<file path="config.mk">
export PLATFORM = sky130hd
export DESIGN_NAME = chacha_round_engine
export DESIGN_NICKNAME = d
export VERILOG_FILES = /design/src/rtl/chacha_round_engine.sv
export SDC_FILE = /design/constraint.sdc
export NUM_CORES = 1
export LEC_CHECK = 0
export ABC_CLOCK_PERIOD_IN_PS = 10850
export CAP_MARGIN = 0
export CELL_PAD_IN_SITES_DETAIL_PLACEMENT = 0
export CELL_PAD_IN_SITES_GLOBAL_PLACEMENT = 1
export CORE_UTILIZATION = 40
export DETAILED_ROUTE_END_ITERATION = 8
export PLACE_DENSITY = 0.77
export SYNTH_ARGS = -nofsm -noshare
export SYNTH_HDL_FRONTEND = slang
export SYNTH_SLANG_ARGS = --single-unit
</file>
<file path="constraint.sdc">
create_clock -name clk -period 10.85 [get_ports clk]
set_clock_uncertainty 0.15 [all_clocks]
set_input_delay 1.085 -clock clk [delete_from_list [all_inputs] [get_ports clk]]
set_output_delay 1.085 -clock clk [all_outputs]
set_load 0.02 [all_outputs]
</file>
<file path="src/rtl/chacha_round_engine.sv">
// Iterative ChaCha round engine: one quarter round per clock, then a feed-forward
// add of the original state, delivered through a valid/ready output handshake.
module chacha_round_engine #(
    parameter int W      = 8,
    parameter int ROUNDS = 20,
    parameter int ROT_A  = 4,
    parameter int ROT_B  = 3,
    parameter int ROT_C  = 2,
    parameter int ROT_D  = 1
) (
    input  logic            clk,
    input  logic            reset,
    input  logic            start,
    input  logic [16*W-1:0] state_in,
    output logic            busy,
    output logic [1:0]      qr_idx,
    output logic            out_valid,
    input  logic            out_ready,
    output logic [16*W-1:0] state_out
);

    localparam int NW = 16;
    localparam logic [5:0] LAST_ROUND = 6'(ROUNDS - 1);

    typedef enum logic [1:0] {
        ST_IDLE  = 2'd0,
        ST_ROUND = 2'd1,
        ST_FINAL = 2'd2,
        ST_DONE  = 2'd3
    } state_t;

    state_t            state_r;
    state_t            state_next_s;
    logic [W-1:0]      working_r [NW];
    logic [W-1:0]      orig_r    [NW];
    logic [W-1:0]      working_next_s [NW];
    logic [5:0]        round_cnt_r;
    logic [1:0]        qr_idx_r;
    logic              busy_r;
    logic              out_valid_r;
    logic [16*W-1:0]   state_out_r;
    logic [16*W-1:0]   sum_s;

    logic              load_s;
    logic              step_s;
    logic              finish_s;
    logic              release_s;
    logic              last_qr_s;
    logic              diag_s;
    logic [3:0]        lane_a_s;
    logic [3:0]        lane_b_s;
    logic [3:0]        lane_c_s;
    logic [3:0]        lane_d_s;
    logic [4*W-1:0]    qr_out_s;

    function automatic logic [W-1:0] rotl(input logic [W-1:0] x, input int n);
        return (x << n) | (x >> (W - n));
    endfunction

    // Returns the updated words packed as {d, c, b, a}.
    function automatic logic [4*W-1:0] quarter_round(
        input logic [W-1:0] a_in,
        input logic [W-1:0] b_in,
        input logic [W-1:0] c_in,
        input logic [W-1:0] d_in
    );
        logic [W-1:0] a;
        logic [W-1:0] b;
        logic [W-1:0] c;
        logic [W-1:0] d;
        a = a_in;
        b = b_in;
        c = c_in;
        d = d_in;
        a = a + b;
        d = rotl(d ^ a, ROT_A);
        c = c + d;
        b = rotl(b ^ c, ROT_B);
        a = a + b;
        d = rotl(d ^ a, ROT_C);
        c = c + d;
        b = rotl(b ^ c, ROT_D);
        return {d, c, b, a};
    endfunction

    // Lane selection: diagonal rounds skew rows b, c, d by 1, 2, 3 columns.
    always_comb begin
        diag_s   = round_cnt_r[0];
        lane_a_s = {2'b00, qr_idx_r};
        lane_b_s = {2'b01, qr_idx_r + {1'b0, diag_s}};
        lane_c_s = {2'b10, qr_idx_r + {diag_s, 1'b0}};
        lane_d_s = {2'b11, qr_idx_r + {diag_s, diag_s}};
        qr_out_s = quarter_round(working_r[lane_a_s], working_r[lane_b_s],
                                 working_r[lane_c_s], working_r[lane_d_s]);
    end

    // Working state after applying the selected quarter round.
    always_comb begin
        for (int i = 0; i < NW; i++) begin
            working_next_s[i] = working_r[i];
        end
        working_next_s[lane_a_s] = qr_out_s[W-1:0];
        working_next_s[lane_b_s] = qr_out_s[2*W-1:W];
        working_next_s[lane_c_s] = qr_out_s[3*W-1:2*W];
        working_next_s[lane_d_s] = qr_out_s[4*W-1:3*W];
    end

    // Feed-forward sum of working and original state.
    always_comb begin
        sum_s = '0;
        for (int i = 0; i < NW; i++) begin
            sum_s[W*i +: W] = working_r[i] + orig_r[i];
        end
    end

    // Next-state logic and datapath control strobes.
    always_comb begin
        state_next_s = state_r;
        load_s       = 1'b0;
        step_s       = 1'b0;
        finish_s     = 1'b0;
        release_s    = 1'b0;
        last_qr_s    = (qr_idx_r == 2'd3) && (round_cnt_r == LAST_ROUND);
        case (state_r)
            ST_IDLE: begin
                if (start) begin
                    load_s       = 1'b1;
                    state_next_s = ST_ROUND;
                end else begin
                    state_next_s = ST_IDLE;
                end
            end
            ST_ROUND: begin
                step_s = 1'b1;
                if (last_qr_s) begin
                    state_next_s = ST_FINAL;
                end else begin
                    state_next_s = ST_ROUND;
                end
            end
            ST_FINAL: begin
                finish_s     = 1'b1;
                state_next_s = ST_DONE;
            end
            ST_DONE: begin
                if (out_valid_r && out_ready) begin
                    release_s    = 1'b1;
                    state_next_s = ST_IDLE;
                end else begin
                    state_next_s = ST_DONE;
                end
            end
            default: begin
                state_next_s = ST_IDLE;
            end
        endcase
    end

    // FSM state register.
    always_ff @(posedge clk) begin
        if (reset) begin
            state_r <= ST_IDLE;
        end else begin
            state_r <= state_next_s;
        end
    end

    // Working/original state, counters and registered outputs.
    always_ff @(posedge clk) begin
        if (reset) begin
            for (int i = 0; i < NW; i++) begin
                working_r[i] <= '0;
                orig_r[i]    <= '0;
            end
            round_cnt_r <= 6'd0;
            qr_idx_r    <= 2'd0;
            busy_r      <= 1'b0;
            out_valid_r <= 1'b0;
            state_out_r <= '0;
        end else begin
            if (load_s) begin
                for (int i = 0; i < NW; i++) begin
                    working_r[i] <= state_in[W*i +: W];
                    orig_r[i]    <= state_in[W*i +: W];
                end
                round_cnt_r <= 6'd0;
                qr_idx_r    <= 2'd0;
                busy_r      <= 1'b1;
            end else if (step_s) begin
                for (int i = 0; i < NW; i++) begin
                    working_r[i] <= working_next_s[i];
                end
                qr_idx_r <= qr_idx_r + 2'd1;
                if (qr_idx_r == 2'd3) begin
                    round_cnt_r <= round_cnt_r + 6'd1;
                end
            end else if (finish_s) begin
                state_out_r <= sum_s;
                out_valid_r <= 1'b1;
            end else if (release_s) begin
                out_valid_r <= 1'b0;
                busy_r      <= 1'b0;
            end
        end
    end

    assign busy      = busy_r;
    assign qr_idx    = qr_idx_r;
    assign out_valid = out_valid_r;
    assign state_out = state_out_r;

endmodule
</file>
; ---- Word-level counts from Yosys, hierarchy flattened
; Memory sizes are Yosys's and may differ from the RTL's. A register that Yosys moved wholly into a read port is not among the register bits.
; Cells that the tools add are included.
[word_totals]
mem_count = 2
out_inout_bits = 132
in_bits = 132
word_cells = 210
reg_bits = 140
mem_bits_rw = 256
[op_classes]
n_lt_le_gt_ge = 8
n_bitwise = 62
n_eq_ne = 7
n_reduce_logical = 14
add_sub_neg = 25
muxes = 86
[memory_table]
columns = memory, words, width, rd, rd_clocked_by_memory_dff, write_ports, line
row1 = orig_r, 16, 8, 16, 0, 16, 35  ; logic [W-1:0] orig_r [NW];
row2 = working_r, 16, 8, 20, 1, 16, 34  ; logic [W-1:0] working_r [NW];
[ops]
columns = operator, count
row1 = $bwmux 128, 4
row2 = $mux 8, 52
row3 = $add 8x8->8, 20
row4 = $demux 8 s4, 4
row5 = $or 1x1->1, 48
row6 = $xor 8x8->8, 4
row7 = $mux 1, 21
row8 = $ge 5x5->1 const B, 4
row9 = $lt 5x1->1 const B, 4
row10 = $not 4->5, 2
row11 = $reduce_and 3->1, 3
row12 = $mux 4, 2
row13 = $or 8x1->8, 1
row14 = $or 8x2->8, 1
row15 = $or 8x3->8, 1
row16 = $or 8x4->8, 1
row17 = $pmux 2 s4, 1
row18 = $add 6x1->6 const B, 1
row19 = $eq 2x2->1 const B, 3
row20 = $eq 6x5->1 const B, 1
row21 = $logic_and 1x1->1, 6
row22 = $not 2->5, 1
row23 = $not 3->5, 1
row24 = $add 2x2->2, 2
row25 = 10 further kinds, 14

; ---- Depth between registers and ports, before layout
; An unclocked memory read counts as a cell.
[logic_depth]
depth_word = 18
depth_mapped = 38

; ---- Least setup slack after synthesis
; No wires, ideal clock.
[synth_path]
path_kind = flip-flop to flip-flop
startpoint = register round_cnt_r[0]
endpoint = memory working_r[10][7], data pin
arrival_time_ns = 8.152
setup_ns = 0.266
n_path_buf = 1
stages_incl_launch_ff = 38
t_required_ns = 10.434
slack_ns = 2.283
cell_sequence = dfxtp_1 ha_1 xor2_1 buf_2 mux4_2 ha_1 fa_1 a21o_1 a21oi_1 o21bai_1 a21oi_1 xnor2_1 xor2_1 ha_1 a21oi_1 nand2_1 a21oi_1 o21bai_1 [... 2 more ...] xnor2_1 ha_1 nand2_1 o211a_1 o21bai_1 a21oi_1 xor3_1 xnor2_1 inv_1 ha_1 a21o_1 a21oi_1 o21bai_1 or3_1 a31oi_1 xnor3_1 xnor2_1 o21ai_0
[synth_lines]
columns = item, line
row1 = "start, declared", 37  ; logic [5:0] round_cnt_r;
row2 = "start signal, assigned", 195  ; round_cnt_r <= round_cnt_r + 6'd1;
row3 = "end, declared", 34

==> results.yml <==
run_status:
  outcome: "complete, no violations"
yosys:
  ys_seq_area_frac: 0.484
  synth.ff_latch_count: 398
  yosysWarnings: 0
  synth-edff-count: 256
  syn_area_um2: 21700
  synth_nets: 2334
  syn_area_per_cell_um2: 10.7
  synth_cell_type_count: 49
  yosys-top-cells-area: "edfxtp_1, dfxtp_1, ha_1"
  yosysTopAreaCell: "edfxtp_1"
  yosys_most_used_dff: "edfxtp_1"
  synth_top_area_frac: 0.354
  yosys-top-cells-count: "edfxtp_1, nand2_1, a21oi_1"
  postSynthCellCount: 2035
  synth_most_common_cell: "edfxtp_1"
  async_reset_ff_frac: 0
cts:
  ctsHoldBuffers: 0
  postCtsResizedCells: 0
  clk_latency_ns: 0.59
  clock-sinks: 398
  tritoncts: "yes"
  path_clk_slew_ns: 0.06
  post_cts_buffers: 0
  clockRootBuffer: "clkbuf_16"
  clock_path_buffers: 3
  cts_made_buffers: 46
  htreeDepth: 2
global_route:
  antenna_found_initial: 0
  gr-total-overflow: 0
  grt_pass1_vias: 15500
  track_usage: 0.220
  grt_max_degree: 114
  grt_first_pass_wirelength_mm: 92.8
die:
  die_h_um: 235
  die_w_um: 235
  die-area_um2: 55300
  coreArea_um2: 53800
  start_util: 0.404
  num_rows: 85
  io_pins: 264
min_path:
  hold_start: "state_out[67]"
  worstHoldPathCells: 2
  hold_path_end: "state_out[67]"
  hp-class: "register to register"
drt:
  antenna_left: 0
  drc: 0
  finalWirelength_mm: 61.6
  num_vias: 15900
  wire_per_inst_um: 20.5
  drtIter0Drc: 1187
  firstDrtPassIters: 5
  via_per_inst: 5.30
critical_path:
  ff2ff_setup_slack_ns: 0.97
  cp_max_fo: 11
  worst-r2r-cell-count: 38
  critPathMostFrequentCell: "a21oi_1"
  crit_type: "register to register"
  r2r_start: "round_cnt_r[0]"
  start_kind: "register"
  crit_slowest_cell: "dfxtp_1"
  required_ns: 11.02
  endpoint_kind: "register"
  arrival_ns: 10.06
  rr_endpoint: "working_r[7][7]"
  max_stage_delay_ns: 0.57
layout:
  diodes: 0
  areaGrowthSynthToFinish_pct: 22.0
  fillers: 4878
  fin_nets: 2567
  drive_above_1_share: 0.0578
  finalInstanceArea_um2: 26500
  multi_input_area_um2: 10400
  regArea_um2: 10500
sta:
  finalWorstSetupSlack_ns: 0.966
  relSlewSlack: 0.236
  worstMarginPinSlew_ns: 1.14
  drv_slew: 0
  finalHoldViolCount: 0
  tns_ns: 0
  grt_setup_unrepaired: "false"
  fmax_mhz: 101
  post-route-period-util: 0.911
  setup_violations: 0
  hold-worst-slack_ns: 0.298
  period_needed_ns: 9.88
place:
  dpl_cell_area_um2: 25000
  dp_slack_ns: 0.884
  portBuffers: 263
  hpwl_mm: 46.6
  finalWeightedCongestion: 0.903
flow_run:
  drv_cap: 0
==> layer usage <==
metal  wire length, µm  track usage
met1             27600        0.297
met2             28700        0.359
met3              3620       0.0379
met4              1610       0.0690
met5                 0            0
==> logic make-up (layout without fill, tap and decap cells) <==
kind of cell | count (synthesis) | in the layout | synth area share
AND/OR/NAND/NOR | 526 | 526 | 0.113
XOR/XNOR | 166 | 166 | 0.0754
multiplexers | 59 | 59 | 0.0452
buffers and inverters | 216 | 484 | 0.0377
flip-flops | 398 | 398 | 0.484
AO/OA/AOI/OAI | 503 | 503 | 0.141
adder cells (fa/ha/maj) | 167 | 167 | 0.103
==> through the flow <==
stage | utilization | instances
3_5_place_dp | 0.465 | 2916
6_report | 0.493 | 2999
4_1_cts | 0.493 | 2999
2_1_floorplan | - | 2035
5_1_grt | 0.493 | 2999
3_3_place_gp | 0.465 | 2916
==> final cells by class <==
| class | instances | area share |
|---|---|---|
| clock buffer | 60 | 0.0477 |
| timing repair buffer | 277 | 0.103 |
| inverter | 124 | 0.0176 |
| tap | 696 | 0.0328 |
| sequential | 398 | 0.397 |
| multi-input combinational | 1421 | 0.393 |
| clock inverter | 23 | 0.00830 |
==> critical path, delay by kind of cell, from the launching register on <==
kind                     cells  cell delay, ns
flip-flops                   1            0.57
AND/OR/NAND/NOR              1            0.10
buffers and inverters        2            0.32
multiplexers                 1            0.37
adder cells (fa/ha/maj)      7            2.27
AO/OA/AOI/OAI               18            3.31
XOR/XNOR                     9            2.54
==> how the worst max path moves through the flow <==
| stage | from | end | depth (start not counted) |
|---|---|---|---|
| CTS | round_cnt_r[0] | working_r[4][7] | 36 |
| finish | round_cnt_r[0] | working_r[7][7] | 38 |
| global placement | round_cnt_r[0] | working_r[4][7] | 36 |
| floorplan | round_cnt_r[0] | working_r[10][7] | 37 |
| detailed placement | round_cnt_r[0] | working_r[4][7] | 36 |
| global route | round_cnt_r[0] | working_r[7][7] | 38 |
==> cell usage in the layout, fill, tap and decap left out, types with 8 or more instances in the layout <==
master and instances:
nand2_1 242, ha_1 146, nand2b_1 21, clkdlybuf4s50_1 262
a22o_1 14, a21o_1 69, a211oi_1 32, nor2b_1 66
nand3_1 14, inv_1 122, fa_1 20, and2_1 80
clkinv_1 8, xor2_1 37, mux4_2 30, a31oi_1 10
o21ai_0 89, buf_4 14, clkbuf_1 9, clkbuf_16 47
nor2_1 83, a21oi_1 199, edfxtp_1 256, dfxtp_1 142
xnor2_1 115, o21bai_1 71, mux2i_1 28
==> flip-flops by register name (all words and copies together) (netlist names), named ones only <==
signal and count:
qr_idx 2, round_cnt_r 6, orig_r 128, busy 1
state_out 128, working_r 128, state_r 2, out_valid 1
Power is not shown: default switching activity piles up to over one toggle a cycle in this logic, so the estimate is an artifact.
